<file path="config.mk">
export PLATFORM = sky130hd
export DESIGN_NAME = mandel_pixel_gen
export DESIGN_NICKNAME = d
export VERILOG_FILES = /design/src/rtl/mandel_pkg.sv /design/src/rtl/mandel_pixel_gen_timing.sv /design/src/rtl/mandel_pixel_gen.sv
export SDC_FILE = /design/constraint.sdc
export NUM_CORES = 1
export LEC_CHECK = 0
export CORE_AREA = 3 3 137 139
export DETAILED_ROUTE_END_ITERATION = 10
export DIE_AREA = 0 0 140 142
export PLACE_DENSITY = 0.71
export SLEW_MARGIN = 20
export SYNTH_ARGS = -nofsm -noshare
export SYNTH_HDL_FRONTEND = slang
export SYNTH_SLANG_ARGS = --single-unit
export TNS_END_PERCENT = 5
</file>
<file path="constraint.sdc">
create_clock -name i_clk -period 5.17 [get_ports i_clk]
set_clock_uncertainty 0.05 [all_clocks]
set_input_delay 0.7755 -clock i_clk [delete_from_list [all_inputs] [get_ports i_clk]]
set_output_delay 0.7755 -clock i_clk [all_outputs]
set_load 0.03 [all_outputs]
</file>
<file path="src/rtl/mandel_pkg.sv">
// Shared constants for the Mandelbrot pixel pipeline: Q4.12 format, escape
// threshold and default 640x480 video timing.
package mandel_pkg;
  localparam int FRAC_BITS = 12;
  localparam int WORD_W    = 16;
  localparam int CNT_W     = 8;

  localparam logic signed [WORD_W-1:0] ESCAPE_THRESH = 16'sh4000;

  localparam int DEF_H_ACTIVE = 640;
  localparam int DEF_H_FP     = 16;
  localparam int DEF_H_SYNC   = 96;
  localparam int DEF_H_BP     = 48;
  localparam int DEF_V_ACTIVE = 480;
  localparam int DEF_V_FP     = 10;
  localparam int DEF_V_SYNC   = 2;
  localparam int DEF_V_BP     = 33;

  function automatic int ctr_width(input int total);
    return (total > 1) ? $clog2(total) : 1;
  endfunction
endpackage

</file>
<file path="src/rtl/mandel_pixel_gen_timing.sv">
// Video timing: h/v counters advanced by the pixel enable, plus position
// decodes for the current (h,v) that the top registers alongside c.
module video_timing
  import mandel_pkg::*;
#(
  parameter int H_ACTIVE = DEF_H_ACTIVE,
  parameter int H_FP     = DEF_H_FP,
  parameter int H_SYNC   = DEF_H_SYNC,
  parameter int H_BP     = DEF_H_BP,
  parameter int V_ACTIVE = DEF_V_ACTIVE,
  parameter int V_FP     = DEF_V_FP,
  parameter int V_SYNC   = DEF_V_SYNC,
  parameter int V_BP     = DEF_V_BP
) (
  input  logic clk_i,
  input  logic rst_i,
  input  logic ce_i,
  output logic de_o,
  output logic hs_o,
  output logic vs_o,
  output logic hact_o,
  output logic sof_o,
  output logic sol_o,
  output logic eol_o
);
  localparam int H_TOTAL = H_ACTIVE + H_FP + H_SYNC + H_BP;
  localparam int V_TOTAL = V_ACTIVE + V_FP + V_SYNC + V_BP;
  localparam int HW = ctr_width(H_TOTAL);
  localparam int VW = ctr_width(V_TOTAL);

  logic [HW-1:0] h_q, h_d;
  logic [VW-1:0] v_q, v_d;
  logic [31:0]   h32, v32;
  logic          vact;

  always_comb begin
    h_d = h_q;
    v_d = v_q;
    if (ce_i) begin
      if (h_q == HW'(H_TOTAL - 1)) begin
        h_d = '0;
        v_d = (v_q == VW'(V_TOTAL - 1)) ? '0 : v_q + VW'(1);
      end else begin
        h_d = h_q + HW'(1);
      end
    end
  end

  always_ff @(posedge clk_i or posedge rst_i) begin
    if (rst_i) begin
      h_q <= '0;
      v_q <= '0;
    end else begin
      h_q <= h_d;
      v_q <= v_d;
    end
  end

  // Compare in 32 bits so porch boundaries never alias in a narrow counter.
  assign h32    = 32'(h_q);
  assign v32    = 32'(v_q);
  assign hact_o = h32 < 32'(H_ACTIVE);
  assign vact   = v32 < 32'(V_ACTIVE);
  assign de_o   = hact_o && vact;
  assign hs_o   = (h32 >= 32'(H_ACTIVE + H_FP)) && (h32 < 32'(H_ACTIVE + H_FP + H_SYNC));
  assign vs_o   = (v32 >= 32'(V_ACTIVE + V_FP)) && (v32 < 32'(V_ACTIVE + V_FP + V_SYNC));
  assign sol_o  = (h_q == '0);
  assign sof_o  = sol_o && (v_q == '0);
  assign eol_o  = (h32 == 32'(H_ACTIVE - 1)) && vact;
endmodule

</file>
<file path="src/rtl/mandel_pixel_gen.sv">
// Pipeline head: video timing plus per-pixel c = (cx0 + h*step, cy0 - v*step)
// built by accumulation, seeding the iteration chain with z = 0, count = 0.
module mandel_pixel_gen
  import mandel_pkg::*;
#(
  parameter int H_ACTIVE = DEF_H_ACTIVE,
  parameter int H_FP     = DEF_H_FP,
  parameter int H_SYNC   = DEF_H_SYNC,
  parameter int H_BP     = DEF_H_BP,
  parameter int V_ACTIVE = DEF_V_ACTIVE,
  parameter int V_FP     = DEF_V_FP,
  parameter int V_SYNC   = DEF_V_SYNC,
  parameter int V_BP     = DEF_V_BP
) (
  input  logic                     i_clk,
  input  logic                     i_rst,
  input  logic                     i_ce,
  input  logic signed [WORD_W-1:0] i_cx0,
  input  logic signed [WORD_W-1:0] i_cy0,
  input  logic signed [WORD_W-1:0] i_step,
  output logic                     o_de,
  output logic                     o_hs,
  output logic                     o_vs,
  output logic signed [WORD_W-1:0] o_x,
  output logic signed [WORD_W-1:0] o_y,
  output logic signed [WORD_W-1:0] o_cx,
  output logic signed [WORD_W-1:0] o_cy,
  output logic [CNT_W-1:0]         o_cnt
);
  logic de, hs, vs, hact, sof, sol, eol;

  video_timing #(
    .H_ACTIVE(H_ACTIVE), .H_FP(H_FP), .H_SYNC(H_SYNC), .H_BP(H_BP),
    .V_ACTIVE(V_ACTIVE), .V_FP(V_FP), .V_SYNC(V_SYNC), .V_BP(V_BP)
  ) u_timing (
    .clk_i  (i_clk),
    .rst_i  (i_rst),
    .ce_i   (i_ce),
    .de_o   (de),
    .hs_o   (hs),
    .vs_o   (vs),
    .hact_o (hact),
    .sof_o  (sof),
    .sol_o  (sol),
    .eol_o  (eol)
  );

  logic signed [WORD_W-1:0] cx0_q, cx0_d, cy0_q, cy0_d, step_q, step_d;
  logic signed [WORD_W-1:0] cxa_q, cxa_d, cya_q, cya_d;
  logic signed [WORD_W-1:0] cx_q, cx_d, cy_q, cy_d;
  logic signed [WORD_W-1:0] cx0_cur, step_cur, cx_cur, cy_cur;
  logic                     de_q, de_d, hs_q, hs_d, vs_q, vs_d;

  always_comb begin
    // The frame-start pixel sees the live inputs; everything else the shadows.
    cx0_cur  = sof ? i_cx0  : cx0_q;
    step_cur = sof ? i_step : step_q;
    cx_cur   = sol ? cx0_cur : cxa_q;
    cy_cur   = sof ? i_cy0  : cya_q;

    cx0_d  = cx0_q;
    cy0_d  = cy0_q;
    step_d = step_q;
    cxa_d  = cxa_q;
    cya_d  = cya_q;
    de_d   = de_q;
    hs_d   = hs_q;
    vs_d   = vs_q;
    cx_d   = cx_q;
    cy_d   = cy_q;

    if (i_ce) begin
      if (sof) begin
        cx0_d  = i_cx0;
        cy0_d  = i_cy0;
        step_d = i_step;
      end
      if (hact) cxa_d = cx_cur + step_cur;
      cya_d = eol ? cy_cur - step_cur : cy_cur;
      de_d  = de;
      hs_d  = hs;
      vs_d  = vs;
      cx_d  = de ? cx_cur : '0;
      cy_d  = de ? cy_cur : '0;
    end
  end

  always_ff @(posedge i_clk or posedge i_rst) begin
    if (i_rst) begin
      cx0_q  <= '0;
      cy0_q  <= '0;
      step_q <= '0;
      cxa_q  <= '0;
      cya_q  <= '0;
      de_q   <= 1'b0;
      hs_q   <= 1'b0;
      vs_q   <= 1'b0;
      cx_q   <= '0;
      cy_q   <= '0;
    end else begin
      cx0_q  <= cx0_d;
      cy0_q  <= cy0_d;
      step_q <= step_d;
      cxa_q  <= cxa_d;
      cya_q  <= cya_d;
      de_q   <= de_d;
      hs_q   <= hs_d;
      vs_q   <= vs_d;
      cx_q   <= cx_d;
      cy_q   <= cy_d;
    end
  end

  assign o_de  = de_q;
  assign o_hs  = hs_q;
  assign o_vs  = vs_q;
  assign o_cx  = cx_q;
  assign o_cy  = cy_q;
  assign o_x   = '0;
  assign o_y   = '0;
  assign o_cnt = '0;
endmodule

</file>
==> results.cfg <==
[final_layout]
multiInputGateArea_mm2 = 0.00445
layout-drive-gt1-share_pct = 9.63
diodes = 0
finish.instance_area_mm2 = 0.00938
post_layout_nonfiller_instances = 1184
syn_to_final_growth_pct = 18.9
final_util_pct = 52.8
final.fill_count = 1599
finalNetCount = 1023
sequential_cell_area_mm2 = 0.00298

[cts]
cts_tree = done
clkLatencyLatePin_ps = 420
clock_sinks = 119
htreeDepth = 4
cts_buffers = 17
postCtsHoldBufs = 0
clockRootBuffer = clkbuf_16
cts_max_path_buffers = 2
cts.clk_slew.worst_paths_ps = 60

[yosys]
ys_ff_latch = 119
synth_enable_flop_cells = 0
synthesis.area_mm2 = 0.00789
postSynthCellCount = 867
ys_warn_count = 0
post_syn_area_per_cell_um2 = 9.10
synth-seq-area-share_pct = 37.7
synth.distinct_cells = 82
synth-main-ff-cell = dfrtp_1
synth_async_sr_flop_share_pct = 100

[timing]
setup_viol = 0
finalMaxSlewViolations = 0
fmax_ghz = 0.210
hold_violations = 0
rsz_0062_raised_after_global_routing = no
setup_ws_post_layout_ps = 410
worst_hold_slack_across_all_endpoints_ps = 424
final.min_clock_period_ps = 4760
layout_worst_path_cycle_share_pct = 92.1
max-slew-margin-rel_pct = 47.5
tightest_slew_ps = 786
setup_tns_ps = 0

[hold_path]
hold_path_class = register to register

[setup_path]
worst_setup_path_endpoint = cya_q[15]
critical_path.startpoint = u_timing.h_q[0]
regToRegStartpoint = u_timing.h_q[0]
r2r_setup_slack_ps = 410
worstRegToRegCells = 19
critical_path_required_ps = 5420
setup_cp_type = register to register
worst_setup_path_end_kind = register
crit_path_max_fanout = 7
worst_r2r_endpoint = cya_q[15]
cp.arrival_ps = 5010
critPathLaunchType = register

[detailed_routing]
route.final.wire_length_um = 20000
routedWlPerCell_um = 16.9
avgViaCountPerCell = 5.52
num_vias = 6536
dr.pass1.iters = 4
drt.antenna.violating_nets = 0
drcViolationCount = 0
drt-initial-drc-count = 474

[floorplan]
core.rowCount = 49
die_area_mm2 = 0.0199
num_io_pins = 126
chipHeight_um = 142
core_region_area_mm2 = 0.0178
fp.dieW_um = 140
start_util_pct = 44.4

[run]
max-cap-violations = 0

[global_routing]
globalRoute.totalOverflow = 0
first_pass_grt_wire_length_um = 32700
gr-usage-all-layers_pct = 20.4
number_of_antenna_violations_at_the_first_check_in_global_routing = 0
grt_pass1_vias = 6277
largest_net_degree_at_the_start_of_global_routing = 63

[status]
outcome = completed

[placement]
placement.io_buffers = 85
placed_cells_incl_taps = 1155
placedInstanceArea_mm2 = 0.00882
setup_slack_at_placement_ps = 353
detailedPlacementHpwl_um = 14700
place.gp.congestion = 0.905

[pwr]
design_power_total_mw = 6.14
irDropWorstVdd_mv = 0.320
power_density_mw_per_mm2 = 655
total_leakage_power_nw = 4.19
[Yosys cell counts (all sizes together), types with 5 or more instances]
cell type / count / area [um2]
maj3: 8 / 82.6
nor2: 77 / 297
and2: 7 / 43.8
mux2: 21 / 236
nand3: 22 / 133
nand4: 13 / 81.3
o21ai: 35 / 175
buf: 56 / 395
o22ai: 5 / 37.5
mux2i: 26 / 260
a31oi: 24 / 150
a21oi: 50 / 250
nand2: 95 / 364
and3: 13 / 86.3
ha: 27 / 338
xnor2: 38 / 333
a21boi: 7 / 52.6
clkbuf: 27 / 101
dfrtp: 119 / 2980
o21a: 6 / 46.3
o2bb2ai: 12 / 105
a22o: 18 / 158
inv: 32 / 120
xor2: 18 / 158
nor3: 12 / 71.3
a21o: 15 / 113
a211oi: 7 / 52.6
o31ai: 5 / 37.5
nor4: 8 / 80.1
nand2b: 8 / 50.1
[cell usage in the layout (no fill, tap or decap), drive strengths merged, types with 21 or more instances in the layout]
| cell type | instances |
|---|---|
| mux2 | 21 |
| conb | 40 |
| inv | 32 |
| o21ai | 35 |
| a31oi | 24 |
| clkdlybuf4s50 | 84 |
| mux2i | 26 |
| xnor2 | 38 |
| nor2 | 77 |
| dfrtp | 119 |
| nand3 | 22 |
| clkbuf | 26 |
| ha | 27 |
| a21oi | 50 |
| nand2 | 95 |
[power by group]
part           internal, mW  total, mW  leakage, nW  switching (mW)
Clock                 0.727       1.13        0.278           0.403
Combinational          1.53       3.42         2.48            1.89
Sequential             1.31       1.59         1.43           0.273
[registers in the layout, indices dropped and copies added, names as in the netlist]
name	flops
step_q	16
o_vs	1
o_hs	1
o_cy	16
cya_q	16
u_timing.v_q	10
o_de	1
o_cx	16
cxa_q	16
cx0_q	16
u_timing.h_q	10
[cells by family (layout without fill, tap and decap cells)]
family	count (synthesis)	count (layout)	synth area share [%]
AOI/OAI and AO/OA	208	208	17.7
adders and majority gates	35	35	5.33
muxes	48	48	6.58
and+or+nand+nor	284	284	18.5
xor gates and xnor gates	56	56	6.21
buffers and inverters	116	165	7.86
DFF	119	119	37.7
other	1	40	0.0475
[worst min path at each step]
stage | start | to | cells after the start
floorplan | cxa_q[1] | cxa_q[1] | 2
detailed placement | o_cy[2] | o_cy[2] | 1
CTS | o_de | o_de | 1
global route | o_cy[2] | o_cy[2] | 1
finish | o_de | o_de | 1
global placement | cxa_q[6] | cxa_q[6] | 2
[repair_timing]
action | in CTS | in global routing
endpoints found under the setup margin | 0 | 1
gates resized for setup | 0 | 1
setup buffers | 0 | 0
[layer usage]
layer	share of wire [%]	routed length (um)	GRT usage [%]	vias to the layer above
li1	-	-	-	3174
met1	47	9490	28.3	3135
met2	46	9210	32.3	205
met3	5.1	1030	4.30	22
met4	1.6	323	6.68	0
met5	0	0	0	-
[cell type report]
class / count / area share (%)
Sequential cell: 119 / 31.7
Clock buffer: 26 / 5.53
Tap cell: 229 / 3.05
Inverter: 33 / 1.35
Timing Repair Buffer: 103 / 10.5
Clock inverter: 3 / 0.427
Multi-Input combinational cell: 671 / 47.4
[worst max-delay path, stage by stage, from the launching register on]
cell and delay (ps):
dfrtp_1 410, inv_1 90, ha_1 130, nor3b_2 430, nand3_2 170, nor2_4 180
mux2i_1 320, ha_1 230, inv_1 60, maj3_1 350, o221a_2 150, nor4_4 180
maj3_2 270, a211oi_1 100, a311o_1 380, a41o_1 270, a221o_1 370, and3_1 160
nor4_1 270, nand2_1 70
(Power assumes the default switching activity.)
